**src/rtl/mem_stage_if.sv**
```systemverilog
// mem_stage_if: data-RAM request/acknowledge port with byte strobes
interface mem_stage_if;
   logic        req;
   logic        wr;
   logic [3:0]  wstrb;
   logic [31:0] addr;
   logic [31:0] wdata;
   logic        ack;
   logic [31:0] rdata;
   modport master (output req, wr, wstrb, addr, wdata, input ack, rdata);
   modport slave  (input req, wr, wstrb, addr, wdata, output ack, rdata);
endinterface

```
**src/rtl/mem_stage.sv**
```systemverilog
// mem_stage: pipeline memory stage driving a req/ack data RAM; loads extended, stores lane-replicated
// Optional MEM_ALIGN_CHECK_EN flags misaligned half/word accesses as addr_error instead of issuing them.
module mem_stage (
   input  logic         clk,
   input  logic         resetn,
   input  logic         MEM_valid,
   input  logic [159:0] EXE_MEM_bus_r,
   input  logic         MEM_next,
   output logic         MEM_over,
   output logic [152:0] MEM_WB_bus,
   output logic [4:0]   MEM_wdest,
   output logic         MEM_rf_wen,
   output logic [31:0]  MEM_pc,
   mem_stage_if.master  dm
);
   typedef enum logic [1:0] {IDLE, REQ, DONE} state_t;
   state_t state, state_nx;
   logic [7:0]  mem_control, cp0r_addr;
   logic [31:0] store_data, exe_result, lo_result, pc;
   logic        hi_write, lo_write, mfhi, mflo, mtc0, mfc0, syscall, eret, rf_wen, fetch_error, overflow;
   logic [4:0]  rf_wdest;
   logic        load, store, is_mem, half, word, addr_error, go, cancel, unused;
   logic [31:0] badvaddr, sh_b, sh_h, load_data, mem_result;
   logic [3:0]  wstrb_c;
   logic [31:0] wdata_c, rdata_r;
   assign {mem_control, store_data, exe_result, lo_result, hi_write, lo_write, mfhi, mflo, mtc0, mfc0,
           cp0r_addr, syscall, eret, rf_wen, rf_wdest, fetch_error, overflow, pc} = EXE_MEM_bus_r;
   assign unused = ^mem_control[2:0];
   assign load   = mem_control[7];
   assign store  = mem_control[6] & !load;
   assign is_mem = mem_control[7] | mem_control[6];
   assign half   = mem_control[5:4] == 2'b01;
   assign word   = mem_control[5];
`ifdef MEM_ALIGN_CHECK_EN
   assign addr_error = is_mem & ((half & exe_result[0]) | (word & |exe_result[1:0]));
   assign badvaddr   = addr_error ? exe_result : 32'd0;
`else
   assign addr_error = 1'b0;
   assign badvaddr   = 32'd0;
`endif
   assign go = MEM_valid & is_mem & !addr_error;
   // misaligned low bits are ignored: word uses the aligned address, half uses addr[1]
   assign wstrb_c = !store ? 4'b0000 : word ? 4'b1111 : half ? (exe_result[1] ? 4'b1100 : 4'b0011)
                  : 4'b0001 << exe_result[1:0];
   assign wdata_c = word ? store_data : half ? {2{store_data[15:0]}} : {4{store_data[7:0]}};
   assign sh_b = rdata_r >> {exe_result[1:0], 3'b000};
   assign sh_h = rdata_r >> {exe_result[1], 4'b0000};
   assign load_data = word ? rdata_r
                    : half ? {{16{mem_control[3] & sh_h[15]}}, sh_h[15:0]}
                    : {{24{mem_control[3] & sh_b[7]}}, sh_b[7:0]};
   assign mem_result = (load & !addr_error) ? load_data : exe_result;
   assign MEM_rf_wen = rf_wen & !addr_error;
   assign MEM_wdest  = rf_wdest & {5{MEM_valid}};
   assign MEM_pc     = pc;
   assign MEM_WB_bus = {MEM_rf_wen, rf_wdest, mem_result, lo_result, hi_write, lo_write, mfhi, mflo, mtc0, mfc0,
                        cp0r_addr, syscall, eret, fetch_error, overflow, addr_error, badvaddr, pc};
   always_comb begin
      state_nx = state;
      MEM_over = 1'b0;
      case (state)
         IDLE: begin
            MEM_over = MEM_valid & !go;
            state_nx = go ? REQ : IDLE;
         end
         // a flushed request still waits for its ack; the returned data is dropped
         REQ:  state_nx = dm.ack ? ((cancel | !MEM_valid) ? IDLE : DONE) : REQ;
         DONE: begin
            MEM_over = 1'b1;
            state_nx = (MEM_next | !MEM_valid) ? IDLE : DONE;
         end
         default: state_nx = IDLE;
      endcase
   end
   always_ff @(posedge clk or negedge resetn) begin
      if (!resetn) begin
         state    <= IDLE;
         cancel   <= 1'b0;
         dm.req   <= 1'b0;
         dm.wr    <= 1'b0;
         dm.wstrb <= 4'b0000;
         dm.addr  <= 32'd0;
         dm.wdata <= 32'd0;
         rdata_r  <= 32'd0;
      end else begin
         state  <= state_nx;
         cancel <= (state == REQ) & !dm.ack & (cancel | !MEM_valid);
         if (state == IDLE && go) begin
            dm.req   <= 1'b1;
            dm.wr    <= store;
            dm.wstrb <= wstrb_c;
            dm.addr  <= {exe_result[31:2], 2'b00};
            dm.wdata <= wdata_c;
         end else if (state == REQ && dm.ack) begin
            dm.req   <= 1'b0;
            dm.wr    <= 1'b0;
            dm.wstrb <= 4'b0000;
         end
         if (state == REQ && dm.ack && !cancel && MEM_valid) rdata_r <= dm.rdata;
      end
   end
endmodule

```
**src/flat_wrapper.sv**
```systemverilog
// flat-port wrapper written by rule: the top's interface ports become plain ports
module mem_stage_flat 
  (clk, resetn, MEM_valid, EXE_MEM_bus_r, MEM_next, MEM_over, MEM_WB_bus, MEM_wdest, MEM_rf_wen, MEM_pc, dm_req, dm_wr, dm_wstrb, dm_addr, dm_wdata, dm_ack, dm_rdata);
  mem_stage_if dm_i ();
  input  logic clk;
  input  logic resetn;
  input  logic MEM_valid;
  input  logic [159:0] EXE_MEM_bus_r;
  input  logic MEM_next;
  output logic MEM_over;
  output logic [152:0] MEM_WB_bus;
  output logic [4:0] MEM_wdest;
  output logic MEM_rf_wen;
  output logic [31:0] MEM_pc;
  output wire logic [$bits(dm_i.req)-1:0] dm_req;
  output wire logic [$bits(dm_i.wr)-1:0] dm_wr;
  output wire logic [$bits(dm_i.wstrb)-1:0] dm_wstrb;
  output wire logic [$bits(dm_i.addr)-1:0] dm_addr;
  output wire logic [$bits(dm_i.wdata)-1:0] dm_wdata;
  input wire logic [$bits(dm_i.ack)-1:0] dm_ack;
  input wire logic [$bits(dm_i.rdata)-1:0] dm_rdata;
  assign dm_req = dm_i.req;
  assign dm_wr = dm_i.wr;
  assign dm_wstrb = dm_i.wstrb;
  assign dm_addr = dm_i.addr;
  assign dm_wdata = dm_i.wdata;
  assign dm_i.ack = dm_ack;
  assign dm_i.rdata = dm_rdata;
  mem_stage u_core (.clk(clk), .resetn(resetn), .MEM_valid(MEM_valid), .EXE_MEM_bus_r(EXE_MEM_bus_r), .MEM_next(MEM_next), .MEM_over(MEM_over), .MEM_WB_bus(MEM_WB_bus), .MEM_wdest(MEM_wdest), .MEM_rf_wen(MEM_rf_wen), .MEM_pc(MEM_pc), .dm(dm_i));
endmodule
```
**config.mk**
```make
export PLATFORM = sky130hd
export DESIGN_NAME = mem_stage_flat
export DESIGN_NICKNAME = d
export VERILOG_FILES = /design/src/rtl/mem_stage_if.sv /design/src/rtl/mem_stage.sv /design/src/flat_wrapper.sv
export SDC_FILE = /design/constraint.sdc
export NUM_CORES = 1
export LEC_CHECK = 0
export CAP_MARGIN = 0
export CORE_AREA = 2 2 178 180
export DETAILED_ROUTE_END_ITERATION = 16
export DIE_AREA = 0 0 180 182
export PLACE_DENSITY = 0.56
export SLEW_MARGIN = 20
export SYNTH_ARGS = -nofsm -noshare
export SYNTH_HDL_FRONTEND = slang
export SYNTH_SLANG_ARGS = --single-unit
```
**constraint.sdc**
```tcl
create_clock -name clk -period 3.36 [get_ports clk]
set_input_delay 1.008 -clock clk [delete_from_list [all_inputs] [get_ports clk]]
set_output_delay 1.008 -clock clk [all_outputs]
set_load 0.01 [all_outputs]
```
* Word level (Yosys, flattened, before mapping)
Index checks and enable logic that the tools add are counted.
** Cells by class
- $add $sub $neg :: 0
- Multipliers :: 0
- Div/mod/pow operators :: 0
- Order comparisons :: 0
- Eq/ne operators :: 3
- Shift-type cells :: 3
- Mux-type cells :: 20
- Bitwise gates (word level) :: 11
- Reduce and logical (&&, ||, !) cells :: 11
** Operator list (count)
- $mux W32 :: 5
- $shr A32 B5 Y16 :: 1
- $shr A32 B5 Y8 :: 1
- $mux W4 :: 6
- $and A1 B1 Y1 :: 7
- $mux W2 :: 3
- $pmux W2 S3 :: 1
- $and A5 B5 Y5 :: 1
- $logic_not A1 Y1 :: 5
- $eq A2 B1 Y1 const B :: 2
- $logic_and A1 B1 Y1 :: 4
- $mux W1 :: 4
- $shl A1 B2 Y4 const A :: 1
- $or A1 B1 Y1 :: 3
- $eq A2 B2 Y1 const B :: 1
- $logic_not A2 Y1 :: 1
- $pmux W1 S2 :: 1
- $reduce_bool A2 Y1 :: 1
** Word-level totals
- Register bits after elaboration :: 103
- Latch bits :: 0
- RAM bits :: 0
- Memory bits (read-only) :: 0
- Input port bits :: 197
- Output and inout bits :: 262
- Logic and storage cells :: 56
- Memories :: 0

* Depth between registers and ports, before layout
Gate-level depths: netlist of run 1.
- Word-level depth :: 5
- Depth in mapped cells :: 7

* Least setup slack after synthesis of run 1
Ideal clock, no wire load.
- Path type :: input to output
- From :: input port EXE_MEM_bus_r[156]
- To :: output port MEM_WB_bus[135]
- Data arrival time :: 2323 ps
- Setup slack :: 29 ps
- Cell stages on the path :: 7
- Buffers on the path :: 3
- Cells stage by stage :: buf_4 > inv_2 > or3_1 > and3_1 > buf_6 > buf_6 > a221oi_2
** On the way
- Longest elaborated chain between the ends :: 4
** RTL lines
- start: declaration :: RTL line flat_wrapper.sv:8 : input logic [159:0] EXE_MEM_bus_r;
- $eq A2 B1 Y1 :: RTL line mem_stage.sv:32 : assign half = mem_control[5:4] == 2'b01;
- $mux W32 :: RTL line mem_stage.sv:49 : : half ? {{16{mem_control[3] & sh_h[15]}}, sh_h[15:0]}
- $mux W32 :: RTL line mem_stage.sv:48 : assign load_data = word ? rdata_r
- $mux W32 :: RTL line mem_stage.sv:51 : assign mem_result = (load & !addr_error) ? load_data : exe_result;
- end: declaration :: RTL line flat_wrapper.sv:11 : output logic [152:0] MEM_WB_bus;
Every way passes these cells.

* Worst setup path in the final report of run 1
- From :: input port EXE_MEM_bus_r[89]
- To :: output port MEM_WB_bus[131]
** On the way
- Longest elaborated chain between the ends :: 5
- Elaborated cells on any way between the ends :: 7
** RTL lines (RTL line)
- $shr A32 B5 Y8 / $shr A32 B5 Y16 (equally long branches) :: mem_stage.sv:46, mem_stage.sv:47
- $and A1 B1 Y1, on equally long branches :: mem_stage.sv:50, mem_stage.sv:49
- $mux W32 (*) :: mem_stage.sv:49
- $mux W32 (*) :: mem_stage.sv:48
- $mux W32 (*) :: mem_stage.sv:51
Every way passes the cells marked *; elsewhere a longest branch is shown, timed or not.

==> reports/metrics.json, run 1 <==
{
  "power_density_mw_per_mm2": 614,
  "cts_made_buffers": 9,
  "routed_wire_length_per_instance_um": 21.5,
  "ioPinCount": 459,
  "cts_hold_repair.buffers": 0,
  "failed_checks": "setup timing",
  "design.core.area_mm2": 0.0310,
  "dp_slack_ns": -0.896,
  "finish.utilization": 0.281,
  "hold_path_class": "flip-flop to flip-flop",
  "grt_max_degree": 75,
  "ant_nets": 0,
  "r2r_start": "u_core.state[0]",
  "critical_path_data_required_time_ns": 2.35,
  "highest_attainable_clock_frequency_mhz": 294,
  "routed-via-count": 4997,
  "timing.setup.critical_path_class": "input port to output port",
  "drt_wl_total_um": 25100,
  "worst_setup_hold_path_clk_slew_ns": 0.07,
  "clock_sinks": 103,
  "yosysWarningCount": 0,
  "grt_pass1_wl_um": 36300,
  "most_common_cell_after_layout_fill_and_taps_aside": "clkdlybuf4s50_1",
  "synth.cell_area_mm2": 0.00643,
  "layout-drive-gt1-share": 0.189,
  "flow.area_growth_from_synthesis_pct": 35.3,
  "overflow": 0,
  "ys_ff_latch": 103,
  "layout_setup_ws_ns": -0.0361,
  "synthDistinctLibCells": 40,
  "worstSetupStartpointType": "input port",
  "cts.htree.levels": 3,
  "cts.root.buffer_cell": "clkbuf_16",
  "path_max_fanout": 5,
  "cts-root-to-sink-buffers": 2,
  "initial_core_util": 0.208,
  "drt_drc_violations_left": 0,
  "skew_ns": 0.00912,
  "synth.area.top_cells": "dfrtp_1 40%, buf_4 18%, mux2_1 11%, mux2i_1 5.0%, a21oi_1 3.2%",
  "fin_worst_hold_slack_ns": 0.487,
  "result_of_the_run": "finished with violations",
  "drt_pass1_iterations": 4,
  "first_global_vias": 5245,
  "max_cap_violations": 0,
  "row_count": 65,
  "layout_common_cells": "181 x clkdlybuf4s50_1, 103 x dfrtp_1, 61 x mux2_1",
  "num-nets-final": 961,
  "hold_path_startpoint": "u_core.dm.wr",
  "worstHoldPathCells": 1,
  "reg2reg_to": "u_core.dm.addr[21]",
  "cp_data_arrival_time_ns": 2.39,
  "gr_util_all_layers": 0.150,
  "synthesis.instances": 644,
  "die-width_um": 180,
  "slew_viol_final": 0,
  "buffer_ports.inserted": 221,
  "antenna_violations_before_repair": 1,
  "vertical_die_dimension_um": 182,
  "grt_setup_unrepaired": "true",
  "peakVddDrop_mv": 0.236,
  "dr.first_iter.drc_count": 218,
  "syn-mean-instance-area_um2": 9.99,
  "post_drt_via_cell_ratio": 4.26,
  "design.die.area_mm2": 0.0328,
  "place.detailed.hpwl_um": 19800,
  "period_utilization_post_route": 1.01,
  "synthDominantCellAreaShare": 0.401,
  "worst_skew_pair.late_latency_ns": 0.36,
  "hold-path-endpoint": "u_core.dm.wr",
  "netlist.top_cell.by_area": "dfrtp_1",
  "yosysSeqAreaShare": 0.401,
  "gpl.final_weighted_congestion": 0.765,
  "r2r.worst_path.cells": 4,
  "period_needed_ns": 3.40,
  "power.static_leakage_nw": 3.68,
  "worst_setup_path_end_kind": "output port",
  "setup-violations-final": 11,
  "final_hold_viol_count": 0,
  "timing.reg2reg.setup_slack_ns": 1.58,
  "cts_tree": "built"
}
==> synthesized netlist by cell type <==
cell and count:
a21o_1 2, a221oi_2 10, o211ai_1 1, dfrtp_1 103, inv_2 2, and3_1 9, or3_1 2, a21oi_1 41
nand2b_1 3, nand2_1 49, nor3b_1 1, buf_1 4, a221oi_1 6, mux2_1 61, mux4_2 1, or2_1 1
o21ai_0 10, nor2_1 31, mux2i_1 32, mux2_2 10, nor4b_1 1, o21bai_1 1, buf_2 11, buf_6 2
inv_1 2, or3b_2 1, nand3_1 1, o21ai_1 25, o2bb2ai_1 6, clkbuf_1 20, a22o_1 4, nand3b_1 3
a311oi_2 1, and2_1 6, o22ai_1 7, nor2b_1 1, buf_4 157, conb_1 1, a31oi_1 14, nor3b_2 1
==> per-layer routing <==
metal,up-vias,share of wire,track usage
li1,2302,-,-
met1,2398,0.36,0.156
met2,245,0.51,0.268
met3,52,0.096,0.0626
met4,0,0.028,0.0598
met5,-,0,0
==> power breakdown <==
| group | internal (mW) | switching [mW] |
|---|---|---|
| clock | 0.717 | 0.515 |
| combinational | 1.14 | 0.893 |
| sequential | 1.68 | 0.401 |
==> registers in the layout (all words and copies together) (netlist names) <==
register,cells
u_core.cancel,1
u_core.dm.addr,30
u_core.dm.req,1
u_core.dm.wdata,32
u_core.dm.wr,1
u_core.dm.wstrb,4
u_core.rdata_r,32
u_core.state,2
==> worst max path at each step <==
| stage | slack [ns] | cells after the start | end | startpoint |
|---|---|---|---|---|
| CTS | -0.08 | 8 | MEM_WB_bus[132] | EXE_MEM_bus_r[89] |
| detailed placement | -0.90 | 7 | MEM_WB_bus[131] | EXE_MEM_bus_r[89] |
| floorplan | 0.03 | 7 | MEM_WB_bus[135] | EXE_MEM_bus_r[156] |
| global route | -0.11 | 7 | MEM_WB_bus[127] | EXE_MEM_bus_r[89] |
| global placement | -0.88 | 7 | MEM_WB_bus[133] | EXE_MEM_bus_r[89] |
| finish | -0.04 | 7 | MEM_WB_bus[131] | EXE_MEM_bus_r[89] |
==> stage by stage <==
stage	area, um2	total power, mW	std cells	setup TNS, ns
6_report	8700	5.35	1172	-0.109
5_1_grt	8700	5.66	1172	-1.18
4_1_cts	8700	5.42	1171	-0.267
3_5_place_dp	8260	4.15	1143	-25.94
3_3_place_gp	8260	4.13	1143	-25.35
2_1_floorplan	6560	3.05	678	0
==> what timing repair did <==
item | in CTS | in global routing
setup buffers | 11 | 1
setup endpoints to repair | 32 | 31
pin swaps | 7 | 4
gates cloned | 2 | 1
resized for setup | 154 | 17
==> critical path, stage by stage <==
cell and delay, ns:
buf_8 0.10, mux2i_1 0.10, or3_4 0.35, and3_4 0.24, buf_12 0.15, a221oi_4 0.26, buf_2 0.17
==> cells by family (layout without fill, tap and decap cells) <==
family          Yosys count  after routing  share of synthesized area
compound gates          128            128                      0.132
buf+inv                 198            289                      0.212
flops                   103            103                      0.401
other cells               1             36                   0.000583
simple gates            110            110                     0.0782
mux                     104            104                      0.178
==> cell type report <==
class / count / area, um2
fillers: 3284 / 22300
multi-input cells: 377 / 2730
flip-flops and latches: 103 / 2580
repair buffers: 269 / 2530
well taps: 402 / 503
clock buffers: 12 / 267
clock inverters: 4 / 76.3
inverters: 4 / 15.0
diodes: 1 / 2.50
Note: power is estimated with default switching activity, not from simulation.
==> run 2: changes to the inputs <==
--- a/config.mk
+++ b/config.mk
@@ -9,2 +9,3 @@
 export CORE_AREA = 2 2 178 180
+export CTS_BUF_LIST = sky130_fd_sc_hd__clkbuf_8
 export DETAILED_ROUTE_END_ITERATION = 16
==> constraint.sdc (replaced) <==
create_clock -name clk -period 3.36 [get_ports clk]
set_input_delay 0.672 -clock clk [delete_from_list [all_inputs] [get_ports clk]]
set_output_delay 0.672 -clock clk [all_outputs]
set_load 0.01 [all_outputs]
==> reports/metrics.json, run 2 (synthesis gave the netlist of run 1 again) <==
{
  "highest_attainable_clock_frequency": {"value": 305, "unit": "MHz", "change": "+3.4%"},
  "num-nets-final": {"value": 943, "change": "-1.9%"},
  "design.core.area": {"value": 0.0310, "unit": "mm2", "change": "unchanged"},
  "largest_registers": "u_core.dm.wdata (32), u_core.rdata_r (32), u_core.dm.addr (30)",
  "gpl.final_weighted_congestion": {"value": 0.769, "change": "+0.58%"},
  "layout-drive-gt1-share": {"value": 0.101, "change": "-0.0874"},
  "peakVddDrop": {"value": 0.247, "unit": "mV", "change": "+4.4%"},
  "cts_hold_repair.buffers": {"value": 0, "change": "unchanged"},
  "drt_wl_total": {"value": 24100, "unit": "um", "change": "-4.2%"},
  "crit_family": "buffers and inverters",
  "cells_along_the_critical_path": "clkdlybuf4s50_1, buf_4, nand2b_1, a21o_1, buf_4, nand3_1, o211ai_1, clkdlybuf4s50_1",
  "layout_setup_ws": {"value": 0.0768, "unit": "ns", "change": "+0.113 ns"},
  "cts_made_buffers": {"value": 9, "change": "unchanged"},
  "ioPinCount": {"value": 459, "change": "unchanged"},
  "worst_setup_hold_path_clk_slew": {"value": 0.11, "unit": "ns", "change": "+0.04 ns"},
  "timing.critical_path.slowest_stage_cell": "clkdlybuf4s50_1",
  "cts_tree": "built",
  "antenna_violations_before_repair": {"value": 4, "change": "+3"},
  "post_drt_via_cell_ratio": {"value": 4.20, "change": "-1.5%"},
  "routed-via-count": {"value": 4845, "change": "-3.0%"},
  "grt_pass1_wl": {"value": 34400, "unit": "um", "change": "-5.3%"},
  "worstSetupStartpointType": "input port",
  "initial_core_util": {"value": 0.208, "change": "unchanged"},
  "timing.setup.critical_path_class": "input port to output port",
  "slew_viol_final": {"value": 0, "change": "unchanged"},
  "max_cap_violations": {"value": 0, "change": "unchanged"},
  "critical_path_data_required_time": {"value": 2.69, "unit": "ns", "change": "+0.34 ns"},
  "cp_data_arrival_time": {"value": 2.61, "unit": "ns", "change": "+0.22 ns"},
  "r2r.worst_path.cells": {"value": 4, "change": "unchanged"},
  "postPlaceCellArea": {"value": 0.00822, "unit": "mm2", "change": "-0.58%"},
  "layout_common_cells": "187 x clkdlybuf4s50_1, 103 x dfrtp_1, 61 x mux2_1",
  "worst_setup_path_end_kind": "output port",
  "design.die.area": {"value": 0.0328, "unit": "mm2", "change": "unchanged"},
  "routed_wire_length_per_instance": {"value": 20.9, "unit": "um", "change": "-2.7%"},
  "hold_path_class": "input port to asynchronous set/reset pin",
  "path_max_fanout": {"value": 2, "change": "-3"},
  "clock_sinks": {"value": 103, "change": "unchanged"},
  "first_global_vias": {"value": 4955, "change": "-5.5%"},
  "timing.reg2reg.setup_slack": {"value": 1.43, "unit": "ns", "change": "-0.15 ns"},
  "period_utilization_post_route": {"value": 0.977, "change": "-0.0336"},
  "grt_setup_unrepaired": "false",
  "worst-slew-pin-transition_ns": 0.823,
  "setup-violations-final": {"value": 0, "change": "-11"},
  "die-width": {"value": 180, "unit": "um", "change": "unchanged"},
  "flow.area_growth_from_synthesis_pct": 31.1,
  "power_density": {"value": 577, "unit": "mW/mm2", "change": "-6.0%"},
  "gr_util_all_layers": {"value": 0.142, "change": "-0.00754"},
  "cts.htree.levels": {"value": 3, "change": "unchanged"},
  "final_hold_viol_count": {"value": 0, "change": "unchanged"},
  "cts.root.buffer_cell": "clkbuf_8",
  "buffer_ports.inserted": {"value": 221, "change": "unchanged"},
  "period_needed": {"value": 3.28, "unit": "ns", "change": "-0.113 ns"},
  "result_of_the_run": "complete, no violations",
  "slowest_delay": {"value": 0.60, "unit": "ns", "change": "+0.25 ns"},
  "most_common_cell_after_layout_fill_and_taps_aside": "clkdlybuf4s50_1",
  "grt_max_degree": {"value": 68, "change": "-9.3%"},
  "max_slew_margin": 0.444,
  "place.detailed.hpwl": {"value": 19500, "unit": "um", "change": "-1.4%"},
  "cts-root-to-sink-buffers": {"value": 2, "change": "unchanged"},
  "row_count": {"value": 65, "change": "unchanged"},
  "vertical_die_dimension": {"value": 182, "unit": "um", "change": "unchanged"},
  "skew": {"value": 0.0146, "unit": "ns", "change": "+0.00546 ns"},
  "stdcell_area": {"value": 0.00843, "unit": "mm2", "change": "-3.1%"},
  "dr.first_iter.drc_count": {"value": 190, "change": "-13%"},
  "ant_nets": {"value": 0, "change": "unchanged"},
  "overflow": {"value": 0, "change": "unchanged"},
  "r2r_start": "u_core.state[0]",
  "drt_pass1_iterations": {"value": 4, "change": "unchanged"},
  "reg2reg_to": "u_core.dm.addr[26]",
  "cp_num_buf_inv": {"value": 4, "change": "+1"},
  "drt_drc_violations_left": {"value": 0, "change": "unchanged"},
  "power.static_leakage": {"value": 3.57, "unit": "nW", "change": "-3.2%"},
  "worst_skew_pair.late_latency": {"value": 0.39, "unit": "ns", "change": "+0.03 ns"},
  "number_of_fill_cells": {"value": 3307, "change": "+0.70%"},
  "dp_slack": {"value": -0.265, "unit": "ns", "change": "+0.631 ns"}
}
## run 2: per-layer routing
layer	wire length [um]	vias to the layer above	GRT usage
met2	12300	219	0.255
met1	8660	2316	0.144
met4	693	4	0.0569
met5	30	-	0.00148
li1	-	2251	-
met3	2380	55	0.0650
## run 2: report_power, final
part / total (mW) / leakage (nW) / internal, mW / switching [mW]
clock: 0.850 / 0.105 / 0.370 / 0.480
sequential: 2.06 / 1.24 / 1.68 / 0.382
combinational: 1.96 / 2.22 / 1.12 / 0.842
total: 4.87 / 3.57 / 3.16 / 1.70
## run 2: final cells by class
cell class                 instances  area (um2)  area share
antenna                            1        2.50    0.000297
inverter                           4        15.0     0.00178
multi-input combinational        377        2640       0.313
sequential                       103        2580       0.306
clock inverter                     6        67.6     0.00801
tap                              402         503      0.0596
timing repair buffer             251        2490       0.296
clock buffer                      10         138      0.0163
## run 2: worst max path at each step
stage	cells past startpoint	end	start	slack, ns
detailed placement	7	MEM_WB_bus[133]	EXE_MEM_bus_r[89]	-0.26
global placement	7	MEM_WB_bus[131]	EXE_MEM_bus_r[89]	-0.24
global route	7	MEM_WB_bus[131]	EXE_MEM_bus_r[156]	0.009
finish	8	MEM_WB_bus[116]	EXE_MEM_bus_r[156]	0.08
floorplan	7	MEM_WB_bus[135]	EXE_MEM_bus_r[156]	0.70
CTS	7	MEM_WB_bus[115]	EXE_MEM_bus_r[156]	0.02
## run 2: through the flow
step                utilization  hold slack [ns]  cells  setup TNS (ns)  total power, mW
floorplan                     -            0.376    678               0             3.05
global placement          0.265            0.467   1135           -4.41             4.10
detailed placement        0.265            0.476   1135           -4.67             4.13
CTS                       0.272            0.297   1153               0             4.97
global route              0.272            0.312   1154               0             5.20
finish                    0.272            0.282   1154               0             4.87
## run 2: timing repair
action                     4_1_cts  5_1_grt
gates resized for setup         29        9
setup endpoints to repair       31        7
setup buffers                    2        0
==> run 3: changes to the inputs <==
Settings changed: SKIP_LAST_GASP from default to 1.
==> results of run 3 <==
Final layout, timing and power as in run 2 (identical DEF).
